===== config.mk =====
export PLATFORM = sky130hd
export DESIGN_NAME = rv_divide
export DESIGN_NICKNAME = d
export VERILOG_FILES = /design/src/rtl/rv_divide.sv
export SDC_FILE = /design/constraint.sdc
export NUM_CORES = 1
export LEC_CHECK = 0
export CAP_MARGIN = 20
export CORE_MARGIN = 1
export CORE_UTILIZATION = 33
export DETAILED_ROUTE_END_ITERATION = 10
export PLACE_DENSITY = 0.61
export RECOVER_POWER = 50
export SYNTH_ARGS = -nofsm -noshare
export SYNTH_HDL_FRONTEND = slang
export SYNTH_SLANG_ARGS = --single-unit

===== constraint.sdc =====
create_clock -name clk_i -period 6.04 [get_ports clk_i]
set_input_delay 1.208 -clock clk_i [delete_from_list [all_inputs] [get_ports clk_i]]
set_output_delay 1.208 -clock clk_i [all_outputs]
set_load 0.03 [all_outputs]

===== src/rtl/rv_divide.sv =====
// Multi-cycle radix-2 restoring divider for RV32M DIV/DIVU/REM/REMU.
// It stalls the execute stage from the start cycle until the registered result is ready.
module rv_divide (
    input  logic        clk_i,
    input  logic        rst_i,
    input  logic        x_stall_i,
    input  logic        x_kill_i,
    input  logic        d_valid_i,
    input  logic        d_is_divide_i,
    input  logic [31:0] d_rs1_i,
    input  logic [31:0] d_rs2_i,
    input  logic [2:0]  d_fun_i,
    output logic        x_stall_req_o,
    output logic [31:0] x_rd_o
);
    typedef enum logic [2:0] {IDLE, LOAD, ITER, FIX, DONE} state_t;

    typedef struct packed {
        logic sgn;
        logic rem_sel;
        logic q_neg;
        logic r_neg;
    } div_op_t;

    state_t      state;
    div_op_t     op;
    logic [31:0] dvd;   // dividend, becomes the quotient as bits shift in
    logic [31:0] dvs;
    logic [31:0] rem;
    logic [5:0]  cnt;

    logic        start;
    logic        d_signed;
    logic [32:0] rem_sh;
    logic [32:0] rem_diff;
    logic        ge;
    logic [31:0] rs1_orig;
    logic [31:0] q_fix;
    logic [31:0] r_fix;

    assign start    = d_valid_i & d_is_divide_i & ~x_kill_i & (state == IDLE);
    assign d_signed = ~d_fun_i[0];

    assign x_stall_req_o = ~x_kill_i &
                           (start | (state == LOAD) | (state == ITER) | (state == FIX));

    // No borrow out of the 33-bit subtract means the shifted remainder covers the divisor
    assign rem_sh   = {rem, dvd[31]};
    assign rem_diff = rem_sh - {1'b0, dvs};
    assign ge       = ~rem_diff[32];

    // Only the magnitude of rs1 is kept; r_neg is exactly rs1's sign for signed ops
    assign rs1_orig = op.r_neg ? -dvd : dvd;
    assign q_fix    = op.q_neg ? -dvd : dvd;
    assign r_fix    = op.r_neg ? -rem : rem;

    always_ff @(posedge clk_i) begin
        if (rst_i) begin
            state  <= IDLE;
            op     <= '0;
            dvd    <= '0;
            dvs    <= '0;
            rem    <= '0;
            cnt    <= '0;
            x_rd_o <= '0;
        end else if (x_kill_i) begin
            state <= IDLE;
        end else begin
            case (state)
                IDLE: begin
                    if (start) begin
                        op.sgn     <= d_signed;
                        op.rem_sel <= d_fun_i[1];
                        op.q_neg   <= d_signed & (d_rs1_i[31] ^ d_rs2_i[31]);
                        op.r_neg   <= d_signed & d_rs1_i[31];
                        dvd        <= (d_signed & d_rs1_i[31]) ? -d_rs1_i : d_rs1_i;
                        dvs        <= (d_signed & d_rs2_i[31]) ? -d_rs2_i : d_rs2_i;
                        state      <= LOAD;
                    end
                end
                LOAD: begin
                    if (dvs == 32'd0) begin
                        x_rd_o <= op.rem_sel ? rs1_orig : 32'hFFFF_FFFF;
                        state  <= DONE;
                    end else if (op.sgn & op.r_neg & ~op.q_neg &
                                 (dvd == 32'h8000_0000) & (dvs == 32'd1)) begin
                        // -2^31 / -1: both operands negative, divisor magnitude 1
                        x_rd_o <= op.rem_sel ? 32'd0 : 32'h8000_0000;
                        state  <= DONE;
                    end else begin
                        rem   <= '0;
                        cnt   <= 6'd31;
                        state <= ITER;
                    end
                end
                ITER: begin
                    rem <= ge ? rem_diff[31:0] : rem_sh[31:0];
                    dvd <= {dvd[30:0], ge};
                    if (cnt == 6'd0) begin
                        state <= FIX;
                    end else begin
                        cnt <= cnt - 6'd1;
                    end
                end
                FIX: begin
                    x_rd_o <= op.rem_sel ? r_fix : q_fix;
                    state  <= DONE;
                end
                DONE: begin
                    if (!x_stall_i) begin
                        state <= IDLE;
                    end
                end
                default: state <= IDLE;
            endcase
        end
    end
endmodule


### Yosys cells after proc, flatten, opt, wreduce, memory -nomap -nowiden

Cells that the tools add are included.

* add/subtract/negate cells: 6
* multiply operators: 0
* div/mod/pow operators: 0
* $lt $le $gt $ge: 0
* eq/ne operators: 13
* shifts and indexed selects: 0
* mux-type cells: 27
* bitwise operators: 19
* reductions and logical operators: 13

Operators by type and width (count)
* $mux 32: 14
* $pmux 32 s2: 3
* $neg 32->32: 4
* $sub 33x32->33: 1
* $eq 32x1->1 const B: 1
* $eq 32x32->1 const B: 1
* $logic_not 32->1: 1
* $mux 6: 3
* $mux 3: 5
* $pmux 3 s5: 1
* $pmux 6 s2: 1
* $reduce_and 3->1: 4
* $and 1x1->1: 11
* $ne 2x2->1 const B: 5
* $eq 3x2->1 const B: 2
* $logic_not 6->1: 1
* $reduce_bool 2->1: 3
* $sub 6x1->6 const B: 1
* $reduce_and 5->1: 1
* $not 1->1: 4
* $reduce_and 4->1: 1
* $eq 3x1->1 const B: 1
* $eq 3x3->1 const B: 1
* $logic_not 3->1: 1
* 5 further kinds: 7

* flip-flop bits (word level): 141
* latch bits: 0
* memory bits (writable): 0
* memory bits (read-only): 0
* output and inout bits: 33
* word-level logic and storage cells: 88
* memories: 0

### Longest topological paths before layout

* word-level depth: 7
* mapped depth: 13
* gate-level depth less buffers: 12

### Least setup slack after synthesis

Ideal clock, no wire load.

* path kind: input to register
* start: input port d_rs2_i[10]
* end: register dvs[30]
* setup time: 86 ps
* data arrival time: 3448 ps
* path slack: 2506 ps
* stages on the path: 8
* buffers on the path: 0
* cells stage by stage: or3_1 or3_1 or3_1 nand2b_1 or3_1 o41ai_1 xor2_1 a211oi_1

* word-level cells in the longest chain between the ends: 2

RTL lines
* from (decl): RTL line 11 `input logic [31:0] d_rs2_i,`
* $neg 32->32: RTL line 77 `dvs <= (d_signed & d_rs2_i[31]) ? -d_rs2_i : d_rs2_i;`
* $mux 32: RTL line 77
* to (signal assigned): RTL line 77
* to (decl): RTL line 28 `logic [31:0] dvs;`

No other way between the ends.
A chain may end at the register's enable or synchronous reset.

### Worst setup path after layout

* start: input port x_kill_i
* end: register dvs[6]

* word-level cells in the longest chain between the ends: 4

RTL lines
* from (decl): RTL line 7 `input logic x_kill_i,`
* $not 1->1 (no line) (*)
* $and 1x1->1 (2 in series): RTL line 41 `assign start = d_valid_i & d_is_divide_i & ~x_kill_i & (state == IDLE);`
* $reduce_and 3->1 (no line) (*)

Mark *: on every way between the ends. The rest lies on a longest branch, timed or not.

==> out/qor.yml <==
setup_path:
  crit_buf_inv: 3
  critPathLaunchType: "primary input"
  crit_arrival_ps: 5050
  slowest_stage: "clkbuf_1"
  critical_path_required_ps: 6310
  end_kind: "flop"
  criticalPathCategory: "in -> reg"
  path_delay_family: "buffers and inverters"
  path_cells: "dlygate4sd3_1 -> or2_0 -> nor2_1 -> o21a_1 -> clkbuf_1 -> nand2_1 -> clkbuf_1 -> nor2_1 -> a211oi_1"
  max_stage_delay_ps: 1010
  worstPathMaxFanout: 33
status:
  outcome: "finished, violations left"
  violations: "capacitance limit, slew limit"
cells_and_area:
  diodes: 0
  fin_nets: 1625
  final_layout_size_suffix_gt1_share_pct: 4.65
  fin_area_um2: 12800
  area_delta_synth_final_pct: 17.3
  fill_cells: 3457
clock_tree:
  ctsHoldBuffers: 0
  cts_num_sinks: 141
  cts_buffer_depth: 2
  cts_root_buffer: "clkbuf_16"
  cts_resized: 0
  clk_pin_slew_ps: 70
  cts_buffers: 17
  cts_tree: "built"
  clk_latency_ps: 430
  htreeDepth: 4
  post_cts.repair.setup_buffers: 0
sta:
  setup_viol: 0
  hold_viol: 0
  maxSlewViolCount: 113
  fin_tns_setup_ps: 0
  slew_headroom_pct: -119
  finClkSkew_ps: 13.7
  max_clock_freq_mhz: 209
  min_period_over_period_pct: 79.1
  worst_pin_slew_ps: 3280
  fin_hold_ws_ps: 468
  period_needed_ps: 4780
  rsz0062_at_grt: "false"
power_and_ir_drop:
  power.density_nw_per_um2: 200
  p_leak_nw: 4.50
  max-vdd-ir-drop_uv: 211
synthesis:
  synthSimpleGateAreaFrac_pct: 20.9
  synth_adder_area_share_pct: 4.54
  synthDistinctLibCells: 66
  muxShareOfSynthArea_pct: 2.90
  synth_top_family_by_area: "compound AO/OA/AOI/OAI gates"
  yosysSeqAreaShare_pct: 25.9
  ys_async_sr_fraction_pct: 0
  synth_compound_area_share_pct: 26.5
  synth.avg_cell_area_um2: 7.40
  synth_seq_cells: 141
  synth-warning-count: 0
  synth-xor-area-share_pct: 13.6
  synth_edf_count: 0
  netlist_area_um2: 10900
  netlist_instances: 1473
  synthFlopType: "dfxtp_1"
  syn_nets: 1585
drt:
  wl_per_cell_um: 16.7
  drt_wl_total_um: 32800
  drtIter0Drc: 977
  drtAntennaViolNets: 0
  num_vias: 10879
  drc: 0
  vias_per_cell: 5.53
  dr.pass1.iters: 5
floorplan:
  die_area_um2: 33800
  core-area_um2: 32500
  core.rowCount: 66
  die_w_um: 184
  start_util_pct: 33.5
  boundaryPins: 106
  die_y_um: 184
global_route:
  grt_overflow: 0
  grt_first_pass_wirelength_um: 53500
  track_usage_pct: 19.7
  grt_max_degree: 73
  grt_pass1_vias: 10160
  antenna_found_initial: 0
place:
  postPlaceCellArea_um2: 12300
  port_buffers: 104
  dpl.hpwl_um: 24100
  gp_congestion: 0.894
flow_run:
  drv_cap: 2
hold_path:
  hp-class: "reg -> reg"
placed cells by master, fill, tap and decap left out, types with 7 or more instances in the layout:
| cell type | instances |
|---|---|
| a221oi_1 | 8 |
| clkdlybuf4s50_1 | 70 |
| nand3_1 | 18 |
| o41ai_1 | 10 |
| a21oi_1 | 132 |
| dfxtp_1 | 140 |
| nor2_1 | 132 |
| o211ai_1 | 14 |
| o31ai_1 | 25 |
| clkbuf_16 | 17 |
| nand4_1 | 11 |
| a311oi_1 | 8 |
| mux2i_1 | 26 |
| o221ai_1 | 31 |
| ha_1 | 38 |
| nand2b_1 | 16 |
| a31oi_1 | 8 |
| o31a_1 | 7 |
| xor2_1 | 92 |
| xnor2_1 | 75 |
| nor4_1 | 20 |
| inv_1 | 57 |
| o22ai_1 | 15 |
| nor2b_1 | 8 |
| o21ai_0 | 101 |
| nor3_1 | 46 |
| or3_1 | 24 |
| dlygate4sd3_1 | 33 |
| a21o_1 | 10 |
| nand2_1 | 169 |
| buf_4 | 15 |
| a211oi_1 | 48 |
| or4_1 | 7 |
sequential cells by signal, indices dropped and copies added, names as in the netlist:
signal / flops
state: 3
op: 4
cnt: 6
dvs: 32
dvd: 32
rem: 32
x_rd_o: 32
metal layers:
layer | share of wire [%] | wire length, µm | vias up | GRT usage (%)
met3 | 4.9 | 1620 | 54 | 2.46
met2 | 45 | 14700 | 325 | 30.9
met4 | 3.1 | 1010 | 0 | 7.87
li1 | - | - | 5396 | -
met5 | 0 | 0 | - | 0
met1 | 47 | 15500 | 5104 | 27.3
worst reg2reg max path, stage by stage, from the launching register on:
cell and delay [ps]:
dfxtp_1 400, inv_1 110, ha_1 180, nor3b_1 610, and4b_1 440, nand3_1 280
o31ai_1 500, a21oi_2 160, nor3_4 740, buf_4 340, o21ai_0 100, o22ai_1 150
nor2_1 50
Yosys cell counts, drive strengths merged, types with 14 or more instances:
library cell	number	area (µm²)
nand2	169	634
dfxtp	141	2820
nor2	134	503
a21oi	133	669
o21ai	106	531
xor2	92	806
clkbuf	86	323
xnor2	76	673
inv	57	214
a211oi	48	360
nor3	48	250
ha	38	475
o221ai	31	272
mux2i	26	260
o31ai	25	201
or3	24	150
nor4	21	138
nand3	18	90.1
buf	16	91.3
nand2b	16	100
o22ai	15	93.8
o211ai	14	105
per-stage QoR:
step | instances | utilization (%) | power (W) | worst slack (ps)
after detailed placement | 1934 | 37.7 | 0.00154 | 1760
after global routing | 1968 | 39.3 | 0.00267 | 920
final | 1968 | 39.3 | 0.00256 | 1260
after CTS | 1966 | 39.4 | 0.00257 | 1840
after global placement | 1932 | 37.6 | 0.00153 | 1810
after floorplan | 1473 | - | 0.00137 | 2510
cell type report:
cell class                 instances  area, µm²  area share (%)
multi-input combinational       1173       7460            58.4
tap                              442        553            4.33
timing repair buffer             123       1170            9.17
clock buffer                      20        447            3.49
inverter                          57        214            1.67
sequential                       141       2820            22.1
clock inverter                    12        114           0.890
worst paths after layout:
kind,startpoint,to,slack [ps],depth (start not counted)
min,x_rd_o[28],x_rd_o[28],470,2
min reg2reg,x_rd_o[28],x_rd_o[28],470,2
max reg2reg,dvd[0],x_rd_o[12],1750,12
max,x_kill_i,dvs[6],1260,9
power by group:
part	switching [W]	internal (W)
Combinational	0.000309	0.000225
Sequential	0.0000357	0.000954
Clock	0.000453	0.000581
Total	0.000798	0.00176
cells by family after synthesis:
kind of cell / after synthesis
AOI/OAI and AO/OA: 450
adders and majority gates: 39
xor gates and xnor gates: 168
and+or+nand+nor: 486
buffers and inverters: 159
DFF: 141
muxes: 30
No activity file was read; power rests on OpenSTA's default activity.
